**src/rtl/serial_sub_unit_if.sv**
```systemverilog
// Handshake bundle for the bit-serial subtractor: operand side, result side and status.
// Latency: none, wires only.
// Backpressure: in_ready/out_ready carry the flow control between producer, unit and consumer.
interface serial_sub_unit_if #(
    parameter int WIDTH = 8
);
    logic             in_valid;
    logic             in_ready;
    logic [WIDTH-1:0] in_a;
    logic [WIDTH-1:0] in_b;
    logic             out_valid;
    logic             out_ready;
    logic [WIDTH-1:0] out_diff;
    logic             out_borrow;
    logic             busy;

    // Producer/consumer side: drives operands and accepts results
    modport master (
        output in_valid, in_a, in_b, out_ready,
        input  in_ready, out_valid, out_diff, out_borrow, busy
    );

    // Subtractor side
    modport slave (
        input  in_valid, in_a, in_b, out_ready,
        output in_ready, out_valid, out_diff, out_borrow, busy
    );
endinterface

```
**src/rtl/serial_sub_unit.sv**
```systemverilog
// Bit-serial A - B subtractor, LSB first, one full-subtract cell plus a borrow flop.
// Latency: result valid WIDTH cycles after the accept edge; one result per WIDTH+2 cycles.
// Backpressure: in_ready only in IDLE; the result is held in DONE until out_ready.
module serial_sub_unit #(
    parameter int WIDTH     = 8,
    parameter int USE_CONST = 0,
    parameter int CONST_B   = 2,
    parameter int SATURATE  = 0
) (
    input  logic               clk,
    input  logic               rst,
    serial_sub_unit_if.slave   bus
);
    localparam int CW = (WIDTH > 1) ? $clog2(WIDTH) : 1;
    localparam logic [CW-1:0]    CNT_LAST = CW'(WIDTH - 1);
    localparam logic [WIDTH-1:0] CONST_W  = WIDTH'(CONST_B);

    typedef enum logic [1:0] {
        IDLE  = 2'd0,
        SHIFT = 2'd1,
        DONE  = 2'd2
    } state_t;

    state_t           state_q;
    state_t           state_d;
    logic             init_q;     // low until the first edge after reset release
    logic [WIDTH-1:0] a_q;
    logic [WIDTH-1:0] b_q;
    logic [WIDTH-1:0] res_q;
    logic             br_q;
    logic [CW-1:0]    cnt_q;
    logic [WIDTH-1:0] diff_q;
    logic             borrow_q;

    logic             in_ready;
    logic             out_valid;
    logic             busy;
    logic             accept;
    logic             last_bit;
    logic             d_bit;
    logic             br_next;
    logic [WIDTH-1:0] b_eff;
    logic [WIDTH-1:0] res_next;

    // Single full-subtract cell working on the current LSBs
    assign d_bit    = a_q[0] ^ b_q[0] ^ br_q;
    assign br_next  = (~a_q[0] & b_q[0]) | (~(a_q[0] ^ b_q[0]) & br_q);
    assign res_next = {d_bit, res_q[WIDTH-1:1]};
    assign last_bit = (cnt_q == CNT_LAST);
    assign b_eff    = (USE_CONST != 0) ? CONST_W : bus.in_b;
    assign accept   = in_ready & bus.in_valid;

    // State register and the post-reset ready qualifier
    always_ff @(posedge clk or negedge rst) begin
        if (!rst) begin
            state_q <= IDLE;
            init_q  <= 1'b0;
        end else begin
            state_q <= state_d;
            init_q  <= 1'b1;
        end
    end

    // Next-state and handshake outputs
    always_comb begin
        state_d   = state_q;
        in_ready  = 1'b0;
        out_valid = 1'b0;
        busy      = 1'b0;
        case (state_q)
            IDLE: begin
                in_ready = init_q;
                if (init_q && bus.in_valid) state_d = SHIFT;
            end
            SHIFT: begin
                busy = 1'b1;
                if (last_bit) state_d = DONE;
            end
            DONE: begin
                out_valid = 1'b1;
                if (bus.out_ready) state_d = IDLE;
            end
            default: state_d = IDLE;
        endcase
    end

    // Operand capture, serial shift and result load on DONE entry
    always_ff @(posedge clk or negedge rst) begin
        if (!rst) begin
            a_q      <= '0;
            b_q      <= '0;
            res_q    <= '0;
            br_q     <= 1'b0;
            cnt_q    <= '0;
            diff_q   <= '0;
            borrow_q <= 1'b0;
        end else begin
            if (state_q == IDLE && accept) begin
                a_q   <= bus.in_a;
                b_q   <= b_eff;
                br_q  <= 1'b0;
                cnt_q <= '0;
            end else if (state_q == SHIFT) begin
                a_q   <= {1'b0, a_q[WIDTH-1:1]};
                b_q   <= {1'b0, b_q[WIDTH-1:1]};
                res_q <= res_next;
                br_q  <= br_next;
                cnt_q <= cnt_q + 1'b1;
                if (last_bit) begin
                    // Underflow clamps to zero only when saturation is enabled
                    diff_q   <= ((SATURATE != 0) && br_next) ? '0 : res_next;
                    borrow_q <= br_next;
                end
            end
        end
    end

    assign bus.in_ready   = in_ready;
    assign bus.out_valid  = out_valid;
    assign bus.busy       = busy;
    assign bus.out_diff   = diff_q;
    assign bus.out_borrow = borrow_q;
endmodule

```
**src/flat_wrapper.sv**
```systemverilog
// flat-port wrapper written by rule: the top's interface ports become plain ports
module serial_sub_unit_flat 
#(
    parameter int WIDTH     = 8,
    parameter int USE_CONST = 0,
    parameter int CONST_B   = 2,
    parameter int SATURATE  = 0
)
  (clk, rst, bus_in_valid, bus_in_a, bus_in_b, bus_out_ready, bus_in_ready, bus_out_valid, bus_out_diff, bus_out_borrow, bus_busy);
  serial_sub_unit_if #(.WIDTH(WIDTH)) bus_i ();
  input  logic clk;
  input  logic rst;
  input wire logic [$bits(bus_i.in_valid)-1:0] bus_in_valid;
  input wire logic [$bits(bus_i.in_a)-1:0] bus_in_a;
  input wire logic [$bits(bus_i.in_b)-1:0] bus_in_b;
  input wire logic [$bits(bus_i.out_ready)-1:0] bus_out_ready;
  output wire logic [$bits(bus_i.in_ready)-1:0] bus_in_ready;
  output wire logic [$bits(bus_i.out_valid)-1:0] bus_out_valid;
  output wire logic [$bits(bus_i.out_diff)-1:0] bus_out_diff;
  output wire logic [$bits(bus_i.out_borrow)-1:0] bus_out_borrow;
  output wire logic [$bits(bus_i.busy)-1:0] bus_busy;
  assign bus_i.in_valid = bus_in_valid;
  assign bus_i.in_a = bus_in_a;
  assign bus_i.in_b = bus_in_b;
  assign bus_i.out_ready = bus_out_ready;
  assign bus_in_ready = bus_i.in_ready;
  assign bus_out_valid = bus_i.out_valid;
  assign bus_out_diff = bus_i.out_diff;
  assign bus_out_borrow = bus_i.out_borrow;
  assign bus_busy = bus_i.busy;
  serial_sub_unit #(.WIDTH(WIDTH), .USE_CONST(USE_CONST), .CONST_B(CONST_B), .SATURATE(SATURATE)) u_core (.clk(clk), .rst(rst), .bus(bus_i));
endmodule
```
**config.mk**
```make
export PLATFORM = sky130hd
export DESIGN_NAME = serial_sub_unit_flat
export DESIGN_NICKNAME = d
export VERILOG_FILES = /design/src/rtl/serial_sub_unit_if.sv /design/src/rtl/serial_sub_unit.sv /design/src/flat_wrapper.sv
export SDC_FILE = /design/constraint.sdc
export NUM_CORES = 1
export LEC_CHECK = 0
export BUFFER_PORTS_ARGS = -buffer_cell sky130_fd_sc_hd__buf_2
export CAP_MARGIN = 30
export CORE_ASPECT_RATIO = 1.25
export CORE_UTILIZATION = 49
export DETAILED_ROUTE_END_ITERATION = 10
export GPL_TIMING_DRIVEN = 1
export HOLD_SLACK_MARGIN = 0.02
export PLACE_DENSITY = 0.84
export SYNTH_ARGS = -nofsm -noshare
export SYNTH_HDL_FRONTEND = slang
export SYNTH_SLANG_ARGS = --single-unit
```
**constraint.sdc**
```tcl
create_clock -name clk -period 2.8 [get_ports clk]
set_clock_uncertainty 0.2 [all_clocks]
set_input_delay 0.14 -clock clk [delete_from_list [all_inputs] [get_ports clk]]
set_output_delay 0.14 -clock clk [all_outputs]
set_load 0.02 [all_outputs]
```
==> summary.md, run 1 <==
| Metric | Value |
|---|---|
| Drt via density | `5.51` |
| CP Launch Point | `u_core.state_q[1]` |
| Hold Crit Depth | `3` |
| Worst R2R Setup Slack | `0.47 ns` |
| CP max FO | `27` |
| Setup-failing EPs final | `0` |
| Register share of total power | `0.448` |
| Slew @ Worst Pin | `0.844 ns` |
| All-Layer GR Usage | `0.230` |
| Internal power | `1.32 mW` |
| Max Transition Viols Final | `0` |
| Final worst setup slack | `0.467 ns` |
| TritonCTS buffer count | `5` |
| Switch share | `0.376` |
| # IOs | `32` |
| Worst VDD drop | `0.624 mV` |
| Post-synth top area cell | `dfrtp_1` |
| Die W | `53.4 um` |
| Residual overflow from global routing | `0` |
| Drt first pass iters | `4` |
| Worst r2r path cells | `4` |
| Nets | `210` |
| CTS Root Cell | `clkbuf_4` |
| Comb power frac | `0.400` |
| Via count | `1235` |
| FF+latch count, synth | `39` |
| Hold Slack | `0.0446 ns` |
| Clk slew on worst S/H paths | `0.11 ns` |
| Asr flop ratio synth | `1.00` |
| Fmax | `429 MHz` |
| Library cells used by synthesis | `24` |
| Sequential area share after synthesis | `0.604` |
| Placed insts | `198` |
| Largest net degree at the start of global routing | `40` |
| Drt drc | `0` |
| Post-cts sizing count | `0` |
| Number of global-route vias before repair | `1352` |
| CP Launch Type | `flip-flop` |
| Skew-Pair Late Insertion Delay | `0.34 ns` |
| Synth area leaders | `dfrtp_1 (60%), nand2_1 (7.2%), a22o_1 (7.0%), mux2_2 (6.3%), a21o_1 (6.0%)` |
| Rows | `22` |
| Initial antenna violation count | `0` |
| Cell Area, Synth | `1620 um^2` |
| Worst Setup End Kind | `flip-flop` |
| Rel. slew slack | `0.438` |
| Clock Tree Buf Depth | `2` |
| Dpl ws | `0.510 ns` |
| PortBufs | `31` |
| Clock power frac | `0.152` |
| Final Instance Count excl. Fillers | `224` |
| Unrepaired setup endpoints after global routing | `no` |
| Htree depth | `2` |
| Full die area | `3530 um^2` |
| Hold path endpoint | `u_core.br_q` |
| Power Dens Cells | `1030 nW/um^2` |
| Post-layout minimum cycle time | `2.33 ns` |
| GP Congestion | `0.809` |
| MaxCap Viol Count | `0` |
| DR WL/cell | `14.5 um` |
| Diode count | `0` |
| CTS tree | `done` |
| Sink Count | `39` |
| Iteration-0 DRC Markers | `13` |
| Syn nets | `160` |
| Yosys warns | `0` |
| Fillcell total | `232` |
| WP data required | `2.88 ns` |
| Post-Synthesis Cells | `137` |
| Post-DRT Antenna Nets | `0` |
| Core footprint | `3030 um^2` |
| Area growth, synth to finish | `27.0%` |
| Top cells by count, synth | `dfrtp_1 (39), nand2_1 (31), a21o_1 (13), a22o_1 (13), mux2_2 (9)` |
| R2r startpoint | `u_core.state_q[1]` |
| Share of cells above drive strength 1 | `0.277` |
| Setup TNS | `0 ns` |
| Min-Delay Startpoint | `bus_in_valid` |
| NetSw | `0.797 mW` |
| Most frequent cell after synthesis | `dfrtp_1` |
| Final period utilization | `0.833` |
| Status | `finished, final reports clean` |
| Crit Path Class | `reg -> reg` |
| Yosys top cell area share | `0.604` |
| First-pass GRT wire length | `5.71 mm` |
| Avg Cell Area, Syn | `11.8 um^2` |
| Reg-to-reg critical path endpoint | `u_core.cnt_q[0]` |
| Starting Density | `0.533` |
| Routed WL | `3.25 mm` |
| Chip height | `66.2 um` |
| Final core occ | `0.677` |
| Worst hold path type | `in -> reg` |
| Worst EP arrival | `2.41 ns` |
| Post-DP HPWL | `2.10 mm` |
| Final Hold Fails | `0` |
| Post-synth EDFFs | `0` |
| Static Leak | `1.12 nW` |
| Top_reg_cell synth | `dfrtp_1` |
## worst max-delay path: stages (launching register included)
cell and delay (ns):
dfrtp_1 0.46, nand2b_2 0.34, inv_2 0.26, nor2_1 0.71
mux2_2 0.29
## cells in the final DEF, fill, tap and decap left out
master,n
a221o_1,1
inv_1,3
o21ai_0,6
nor4bb_4,1
fa_1,1
dlygate4sd3_1,18
nand3b_1,1
ha_1,2
o22ai_1,1
nand2_1,31
conb_1,1
inv_2,1
clkbuf_4,5
dfrtp_1,39
nor3b_1,1
clkbuf_8,2
clkbuf_1,1
buf_2,31
a21o_1,13
nor3_1,1
nand2b_2,1
nand2b_1,1
mux2_2,9
o21bai_1,1
a22o_1,13
nor2_1,1
buf_4,2
## worst max-delay path by stage
| stage | endpoint | slack, ns | cells after the start |
|---|---|---|---|
| floorplan | u_core.bus.out_diff[0] | 1.11 | 5 |
| global placement | u_core.cnt_q[0] | 0.62 | 4 |
| detailed placement | u_core.cnt_q[0] | 0.51 | 4 |
| CTS | u_core.cnt_q[0] | 0.47 | 4 |
| global route | u_core.cnt_q[0] | 0.31 | 4 |
| finish | u_core.cnt_q[0] | 0.47 | 4 |
## power groups by stage
stage                     combinational [mW]  clock, mW  sequential (mW)
after detailed placement               0.835          0            0.961
final                                  0.848      0.322            0.949
after global routing                   0.956      0.361            0.980
after CTS                              0.855      0.333            0.950
after floorplan                        0.563          0            0.987
after global placement                 0.774          0            0.938
## per-stage QoR
step / area [um^2] / total power, mW
2_1_floorplan: 1620 / 1.55
3_3_place_gp: 1800 / 1.71
3_5_place_dp: 1800 / 1.80
4_1_cts: 2050 / 2.14
5_1_grt: 2050 / 2.30
6_report: 2050 / 2.12
## flip-flops by register name, summed over array words and instances, names as in the netlist
name                   flops
u_core.br_q                1
u_core.state_q             2
u_core.b_q                 8
u_core.res_q               7
u_core.bus.out_borrow      1
u_core.bus.out_diff        8
u_core.a_q                 8
u_core.init_q              1
u_core.cnt_q               3
## cells by family after synthesis
group           share of synthesized area
mux                                0.0627
fa+ha+maj                          0.0279
compound gates                      0.164
simple gates                        0.102
flops                               0.604
other cells                       0.00232
buf+inv                            0.0364
## routing by layer
layer | global-route usage | wire (um) | vias up
li1 | - | - | 572
met1 | 0.240 | 1260 | 607
met2 | 0.402 | 1720 | 44
met3 | 0.0759 | 156 | 12
met4 | 0.109 | 115 | 0
met5 | 0 | 0 | -
## area by class of cell
cell class | count | area (um^2) | area share
clock buffers | 8 | 68.8 | 0.0336
flip-flops and latches | 39 | 976 | 0.476
multi-input cells | 86 | 596 | 0.290
inverters | 4 | 15.0 | 0.00732
well taps | 36 | 45.0 | 0.0220
repair buffers | 51 | 350 | 0.171
## repair_timing
item / CTS / global route
hold endpoints to repair: 56 / 0
endpoints found under the setup margin: 0 / 0
hold buffers: 18 / 0
setup buffers: 0 / 0
No activity file was read; power rests on OpenSTA's default activity.
==> run 2, diff against run 1 <==
- clock period: 2.8 -> 2.3 ns (I/O delays scaled with it)
==> run 2 against run 1 <==
  * Register-to-register slack got worse by 0.07 ns
  * Combinational power grew 25%
  * Largest cell class unchanged
  * Worst hold slack gained 0.11 ns
  * Largest power group unchanged
  * Critical path depth stayed put
  * Non-clock buffer count is 3 higher
  * Final cell count increased by 0.45%
  * Sequential cell count unchanged
  * Count of clock-buffer cells in the layout decreased by 2
  * Via count fell by 3.7%
==> summary.md, run 2 (synthesis gave the netlist of run 1 again) <==
| Metric | Value |
|---|---|
| Core footprint | `3030 um^2` |
| MaxCap Viol Count | `0` |
| Largest net degree at the start of global routing | `40` |
| Max Transition Viols Final | `0` |
| Number of global-route vias before repair | `1281` |
| Starting Density | `0.533` |
| Slew @ Worst Pin | `0.835 ns` |
| Share of cells above drive strength 1 | `0.280` |
| Htree depth | `2` |
| Fmax | `510 MHz` |
| Area growth, synth to finish | `26.6%` |
| Drt via density | `5.28` |
| Worst hold path type | `in -> reg` |
| Commonest cells after routing, fill and taps aside | `dfrtp_1 (39), nand2_1 (31), buf_2 (31), dlygate4sd3_1 (18)` |
| TritonCTS buffer count | `5` |
| Worst R2R Setup Slack | `0.40 ns` |
| Worst VDD drop | `0.834 mV` |
| CTS Root Cell | `clkbuf_4` |
| Most common cell after layout, fill and taps aside | `dfrtp_1` |
| First-pass GRT wire length | `5.44 mm` |
| Setup-failing EPs final | `0` |
| Skew-Pair Late Insertion Delay | `0.34 ns` |
| PortBufs | `31` |
| Full die area | `3530 um^2` |
| Fillcell total | `231` |
| Hold Slack | `0.159 ns` |
| Clock Tree Buf Depth | `2` |
| Rows | `22` |
| WP data required | `1.99 ns` |
| Placed insts | `201` |
| Clk slew on worst S/H paths | `0.10 ns` |
| Sink Count | `39` |
| Setup TNS | `0 ns` |
| Iteration-0 DRC Markers | `12` |
| Chip height | `66.2 um` |
| Residual overflow from global routing | `0` |
| Crit Path Class | `reg -> out` |
| Power Dens Cells | `1230 nW/um^2` |
| Final period utilization | `0.852` |
| Post-layout minimum cycle time | `1.96 ns` |
| Post-DP HPWL | `2.02 mm` |
| Status | `finished, final reports clean` |
| Via count | `1189` |
| # IOs | `32` |
| CP Launch Point | `u_core.state_q[1]` |
| CTS tree | `done` |
| DR WL/cell | `13.9 um` |
| Final Hold Fails | `0` |
| All-Layer GR Usage | `0.219` |
| Diode count | `0` |
| Worst Setup End Kind | `output pin` |
| Rel. slew slack | `0.443` |
| CP max FO | `14` |
| Initial antenna violation count | `0` |
| Worst r2r path cells | `4` |
| Setup crit end | `bus_busy` |
| Final Instance Count excl. Fillers | `225` |
| Post-cts sizing count | `0` |
| R2r startpoint | `u_core.cnt_q[0]` |
| CP Launch Type | `flip-flop` |
| Routed WL | `3.13 mm` |
| Worst EP arrival | `1.64 ns` |
| GP Congestion | `0.729` |
| Post-DRT Antenna Nets | `0` |
| Nets | `213` |
| Drt first pass iters | `4` |
| Reg-to-reg critical path endpoint | `u_core.bus.out_diff[0]` |
| Unrepaired setup endpoints after global routing | `no` |
| Drt drc | `0` |
| Placed Instance Area | `1820 um^2` |
| Die W | `53.4 um` |
| Final instance area | `2050 um^2` |
| Static Leak | `1.12 nW` |
[run 2: cell count changes in the layout (fill, tap and decap cells not counted)]
cell,delta
clkbuf_8,-2
buf_4,+3
[run 2: repair_timing]
item / 4_1_cts / 5_1_grt
hold endpoints to repair: 56 / 0
hold buffers: 18 / 0
setup buffers: 0 / 0
[run 2: worst min path at each step]
stage | startpoint | slack [ns] | cells after the start | to
2_1_floorplan | rst | -0.38 | 0 | u_core.a_q[0]
3_5_place_dp | rst | 0.06 | 1 | u_core.res_q[1]
4_1_cts | bus_in_valid | 0.15 | 4 | u_core.br_q
3_3_place_gp | rst | 0.04 | 1 | u_core.state_q[1]
6_report | bus_in_valid | 0.16 | 4 | u_core.br_q
5_1_grt | bus_in_valid | 0.17 | 4 | u_core.br_q
[run 2: area by class of cell]
class                   instances  area, um^2  share of cell area
flip-flops and latches         39         976               0.477
multi-input cells              86         596               0.291
repair buffers                 54         373               0.182
well taps                      36        45.0              0.0220
clock buffers                   6        41.3              0.0202
inverters                       4        15.0             0.00734
[run 2: report_power, final]
group | leakage [nW] | switching [mW] | internal, mW
Clock | 0.0242 | 0.199 | 0.109
Combinational | 0.598 | 0.569 | 0.492
Sequential | 0.501 | 0.174 | 0.975
[run 2: critical path, cell delays in order, from the launching register on]
cell,delay (ns)
dfrtp_1,0.45
nand2b_2,0.22
inv_2,0.20
buf_4,0.24
buf_2,0.19
[run 2: metrics by stage]
stage                     power [mW]   util  worst slack [ns]
after floorplan                 1.89      -             0.613
after global placement          2.14  0.602             0.505
after detailed placement        2.22  0.602             0.396
after CTS                       2.55  0.676             0.326
after global routing            2.73  0.676             0.209
final                           2.52  0.676             0.341
[run 2: per-layer routing]
| metal | track usage | vias up | part of all wire |
|---|---|---|---|
| li1 | - | 573 | - |
| met1 | 0.241 | 580 | 0.41 |
| met2 | 0.388 | 30 | 0.53 |
| met3 | 0.0506 | 6 | 0.036 |
| met4 | 0.0987 | 0 | 0.020 |
| met5 | 0 | - | 0 |
